`src/rtl/mux_sel_arbiter_pkg.sv`:
```
// Shared encodings for the A/B request arbiter that steers the 2:1 data mux.
package mux_sel_arbiter_pkg;

  typedef enum logic [1:0] {
    IDLE  = 2'd0,
    OWN_A = 2'd1,
    OWN_B = 2'd2
  } state_t;

  localparam logic SEL_A = 1'b0;
  localparam logic SEL_B = 1'b1;

endpackage

```
`src/rtl/mux_sel_arbiter_mux2.sv`:
```
// One-bit 2:1 mux: sel=0 passes a, sel=1 passes b.
module mux_sel_arbiter_mux2 (
  input  logic a,
  input  logic b,
  input  logic sel,
  output logic y
);

  assign y = sel ? b : a;

endmodule

```
`src/rtl/mux_sel_arbiter.sv`:
```
// Round-robin arbiter for two valid/ready streams into a single registered
// output beat, with a bounded burst of HOLD_MAX beats per owner under contention.
module mux_sel_arbiter
  import mux_sel_arbiter_pkg::*;
#(
  parameter int DW       = 8,
  parameter int HOLD_MAX = 4
) (
  input  logic          clk,
  input  logic          rst_n,
  input  logic          a_valid,
  input  logic [DW-1:0] a_data,
  output logic          a_ready,
  input  logic          b_valid,
  input  logic [DW-1:0] b_data,
  output logic          b_ready,
  output logic          sel,
  output logic          y_valid,
  output logic [DW-1:0] y_data,
  input  logic          y_ready
);

  localparam int            CW       = $clog2(HOLD_MAX + 1);
  localparam logic [CW:0]   HOLD_LIM = (CW + 1)'(HOLD_MAX);

  state_t        state, state_nxt;
  logic          last, last_nxt;
  logic [CW-1:0] cnt, cnt_nxt;
  logic [CW:0]   cnt_inc;
  logic [CW-1:0] cnt_sat;
  logic [DW-1:0] mux_y;
  logic          can_acc, own_a, own_b, accept;
  logic          x_valid, o_valid;
  state_t        other;

  // Datapath: bit-sliced mux instances steered by the registered owner.
  for (genvar i = 0; i < DW; i++) begin : g_mux
    mux_sel_arbiter_mux2 u_mux (
      .a   (a_data[i]),
      .b   (b_data[i]),
      .sel (sel),
      .y   (mux_y[i])
    );
  end

  assign own_a   = (state == OWN_A);
  assign own_b   = (state == OWN_B);
  assign sel     = own_b ? SEL_B : SEL_A;
  assign can_acc = !y_valid || y_ready;
  assign a_ready = rst_n && own_a && can_acc;
  assign b_ready = rst_n && own_b && can_acc;
  assign accept  = (a_valid && a_ready) || (b_valid && b_ready);

  assign x_valid = own_b ? b_valid : a_valid;
  assign o_valid = own_b ? a_valid : b_valid;
  assign other   = own_a ? OWN_B : OWN_A;

  assign cnt_inc = {1'b0, cnt} + (CW + 1)'(1);
  assign cnt_sat = (cnt_inc > HOLD_LIM) ? cnt : cnt_inc[CW-1:0];

  always_comb begin
    state_nxt = state;
    cnt_nxt   = cnt;
    last_nxt  = last;
    case (state)
      IDLE: begin
        if (a_valid && b_valid) begin
          state_nxt = (last == SEL_B) ? OWN_A : OWN_B;
          cnt_nxt   = '0;
        end else if (a_valid) begin
          state_nxt = OWN_A;
          cnt_nxt   = '0;
        end else if (b_valid) begin
          state_nxt = OWN_B;
          cnt_nxt   = '0;
        end
      end
      OWN_A, OWN_B: begin
        if (!x_valid) begin
          state_nxt = o_valid ? other : IDLE;
          cnt_nxt   = '0;
          last_nxt  = sel;
        end else if (accept) begin
          // >= rather than == so a count saturated while alone still yields
          // to the other side on the first contended beat.
          if (o_valid && (cnt_inc >= HOLD_LIM)) begin
            state_nxt = other;
            cnt_nxt   = '0;
            last_nxt  = sel;
          end else begin
            cnt_nxt = cnt_sat;
          end
        end
      end
      default: begin
        state_nxt = IDLE;
        cnt_nxt   = '0;
      end
    endcase
  end

  always_ff @(posedge clk) begin
    if (!rst_n) begin
      state   <= IDLE;
      cnt     <= '0;
      last    <= SEL_B;
      y_valid <= 1'b0;
      y_data  <= '0;
    end else begin
      state <= state_nxt;
      cnt   <= cnt_nxt;
      last  <= last_nxt;
      if (accept) begin
        y_valid <= 1'b1;
        y_data  <= mux_y;
      end else if (y_ready) begin
        y_valid <= 1'b0;
      end
    end
  end

endmodule

```
`config.mk`:
```
export PLATFORM = sky130hd
export DESIGN_NAME = mux_sel_arbiter
export DESIGN_NICKNAME = d
export VERILOG_FILES = /design/src/rtl/mux_sel_arbiter_pkg.sv /design/src/rtl/mux_sel_arbiter_mux2.sv /design/src/rtl/mux_sel_arbiter.sv
export SDC_FILE = /design/constraint.sdc
export NUM_CORES = 1
export LEC_CHECK = 0
export ABC_AREA = 1
export BUFFER_PORTS_ARGS = -buffer_cell sky130_fd_sc_hd__buf_2
export CORE_MARGIN = 4
export CORE_UTILIZATION = 44
export DETAILED_ROUTE_END_ITERATION = 6
export GPL_ROUTABILITY_DRIVEN = 1
export PLACE_DENSITY_LB_ADDON = 0.2
export SYNTH_ARGS = -nofsm -noshare
export SYNTH_HDL_FRONTEND = slang
export SYNTH_SLANG_ARGS = --single-unit
export TNS_END_PERCENT = 10
```
`constraint.sdc`:
```
create_clock -name clk -period 1.5 [get_ports clk]
set_input_delay 0.3 -clock clk [delete_from_list [all_inputs] [get_ports clk]]
set_output_delay 0.3 -clock clk [all_outputs]
set_load 0.1 [all_outputs]
```
==> summary.txt <==
Logic synthesis
  – Netlist Area Pre-Place: 986 um2
  – EDFF count, synth: 0
  – Post-synthesis adder-cell area fraction: 6.35%
  – Ys Warns: 0
  – Post-synthesis compound-gate area fraction: 12.3%
  – Seq cells post-synth: 15
  – Synthesized area per cell: 7.04 um2
  – Multiplexer share of the synthesized area: 0%
  – Top_reg_cell synth: dfxtp_1
  – Xor/xnor share of the synthesized area: 0%
  – Post-synth ARST share: 0%
  – Main combinational cell family by area after synthesis: simple AND/OR/NAND/NOR gates
  – Post-Synth Simple-Gate Area: 40.2%
  – Sequential-to-total area share from yosys stat: approximately 30%
  – Synthesized Nets: 166
  – Syn Inst Count: 140
  – Yosys cell types: 26

Drt
  – Routed length per instance: 12.4 um
  – DRC viols: 0
  – Router iterations before antenna repair: 4
  – DRT iter0 DRCs: 15
  – Avg Vias per Cell: just under 5
  – Post-DRT Antenna Nets: 0
  – Drt total wl: 2610 um
  – Via count: 1042

Min path
  – Worst Hold Class: in -> reg
  – WHS Path Cells: 3

Cells and area
  – Fillcell total: 179
  – Syn-to-layout area delta: 48.6%
  – # diodes: 0
  – Layout cells sized above 1: 43.7%
  – Nets: 210

Setup path
  – Setup Crit Path Kind: reg -> out
  – Startpoint Class: flop
  – Depth of the most critical reg-to-reg path: 11
  – Crit path DAT: between 1 and 1.5 ns
  – Worst Path Max Fanout: 4
  – CP Capture Type: primary output
  – WP data required: 1.20 ns

Power and ir drop
  – Power density over the cells: 1870 mW/mm2
  – Pleak: about 0.74 nW
  – Net Sw Frac: 52.5%
  – Clock power frac: 8.9%
  – Internal power: 1.30 mW
  – Total power: between 2 and 3 mW
  – Flop pwr share: between 20% and 30%
  – Peak supply drop: 1270 uV
  – Comb power frac: around 70%
  – P_sw: 1.44 mW

Clock network
  – Clock sinks: 15
  – Root buffer cell: clkbuf_4
  – CTS tree: built
  – Worst skew pair latency: 0.29 ns
  – H-tree Lvls: 1
  – Clk slew on worst S/H paths: 0.11 ns
  – CTS Buf Count: 3
  – Clock Tree Buf Depth: 2

GRT
  – Gr usage total: 17.8%
  – Initial antenna violation count: 0
  – Pin count of the biggest net entering global routing: 17
  – First-pass GRT wire length: 4530 um
  – Grt total ovfl: 0
  – Number of global-route vias before repair: roughly 1100

STA
  – RSZ-0062 raised after global routing: yes
  – Fin crit share: 105%
  – Setup violators final: 3
  – Min Tclk post-route: between 1.5 and 2 ns
  – Max Slew Vio Count: 0
  – Clock Skew: about 0.013 ns
  – Setup WS post-layout: -0.0678 ns
  – Worst-margin pin slew: 0.491 ns
  – Fmax: 638 MHz
  – Final Hold Viols: 0
  – Slew headroom: 67.5%

Floorplan
  – Die W: 55.3 um
  – Initial Util: 48.3%
  – Die height: around 55 um
  – Top Ports: 33
  – Std-Cell Rows: 16
  – Die area: 0.00306 mm2
  – Core area: 0.00204 mm2

Run status
  – Status: complete, but fails checks
  – Failing checks: setup timing

Placed design
  – Port-buffer cells: 32
  – DP HPWL: 2010 um
  – GPL Wtd Cong: 0.851
  – Setup Slack @ Placement: -0.0600 ns

Job
  – Total of max-cap violations: 0
timing repair:
action,in CTS,in global routing
setup endpoints to repair,10,17
gates resized for setup,8,13
pin swaps,4,14
hold buffers,0,0
buffers inserted,2,0
worst max-delay path, cell delays in order, from the launching register on:
cell,delay (ns)
dfxtp_2,0.37
buf_12,0.11
ha_4,0.17
nand2_4,0.07
nor2_4,0.10
buf_12,0.18
power groups by stage:
stage | clock, mW | sequential (mW) | combinational, mW
global placement | 0 | 0.582 | 1.69
global route | 0.265 | 0.600 | 2.07
CTS | 0.255 | 0.582 | 1.80
detailed placement | 0 | 0.586 | 1.74
finish | 0.244 | 0.591 | 1.90
floorplan | 0 | 0.891 | 0.973
kinds of logic (layout without fill, tap and decap cells):
family	after synthesis	in the layout
buf+inv	23	66
compound gates	21	21
simple gates	76	76
fa+ha+maj	5	5
flops	15	15
layout by cell type (no fill, tap or decap), drive strengths merged, types with 3 or more instances in the layout:
cell type / instances
a31oi: 8
buf: 43
clkbuf: 3
dfxtp: 15
ha: 5
inv: 18
nand2: 44
nand3: 10
nand4: 5
nor2: 13
o21ai: 11
cell type report:
type / count / area, um2 / area share (%)
timing repair buffer: 43 / 320 / 21.9
sequential: 15 / 307 / 20.9
clock buffer: 3 / 22.5 / 1.54
multi-input combinational: 102 / 701 / 47.8
tap: 27 / 33.8 / 2.31
inverter: 19 / 73.8 / 5.04
clock inverter: 1 / 7.51 / 0.512
registers in the layout (all words and copies together) (netlist names):
signal / cells
last: 1
y_valid: 1
y_data: 8
state: 2
cnt: 3
cells in the mapped netlist (2+ instances only):
cell | count | area share [%]
nor2_1 | 11 | 4.2
buf_4 | 2 | 1.5
nand2_2 | 3 | 1.9
nand4_1 | 4 | 2.5
a31oi_1 | 8 | 5.1
ha_1 | 5 | 6.3
inv_1 | 18 | 6.9
nor2_2 | 2 | 1.3
nand2_1 | 40 | 15
nand3_2 | 4 | 4.1
dfxtp_1 | 15 | 30
o21ai_0 | 10 | 5.1
nand3_1 | 5 | 2.5
metal layers:
layer  vias to the layer above  global-route usage (%)  wire length, um
met4                         0                    4.17               12
met5                         -                       0                0
met2                        23                    34.8             1490
met3                         2                    3.26              125
li1                        547                       -                -
met1                       470                    19.4              980
final timing paths:
| kind | start | end | slack (ns) |
|---|---|---|---|
| setup / recovery | state[1]$_SDFFE_PN0P_ | b_ready | -0.07 |
| hold reg to reg | last$_SDFFE_PN1P_ | last$_SDFFE_PN1P_ | 0.49 |
| setup reg to reg | state[1]$_SDFFE_PN0P_ | state[1]$_SDFFE_PN0P_ | 0.02 |
| hold / removal | b_data[1] | y_data[1]$_SDFFE_PN0P_ | 0.26 |
metrics by stage:
stage / instance area, um2 / hold slack (ns) / TNS [ns] / cells / util [%]
floorplan: 1050 / 0.438 / -0.752 / 140 / -
global placement: 1350 / 0.460 / 0 / 205 / 65.9
detailed placement: 1350 / 0.467 / -0.133 / 205 / 65.9
CTS: 1410 / 0.251 / -0.210 / 210 / 69.2
global route: 1470 / 0.270 / -0.793 / 210 / 71.8
finish: 1470 / 0.258 / -0.153 / 210 / 71.8
(Power assumes the default switching activity.)
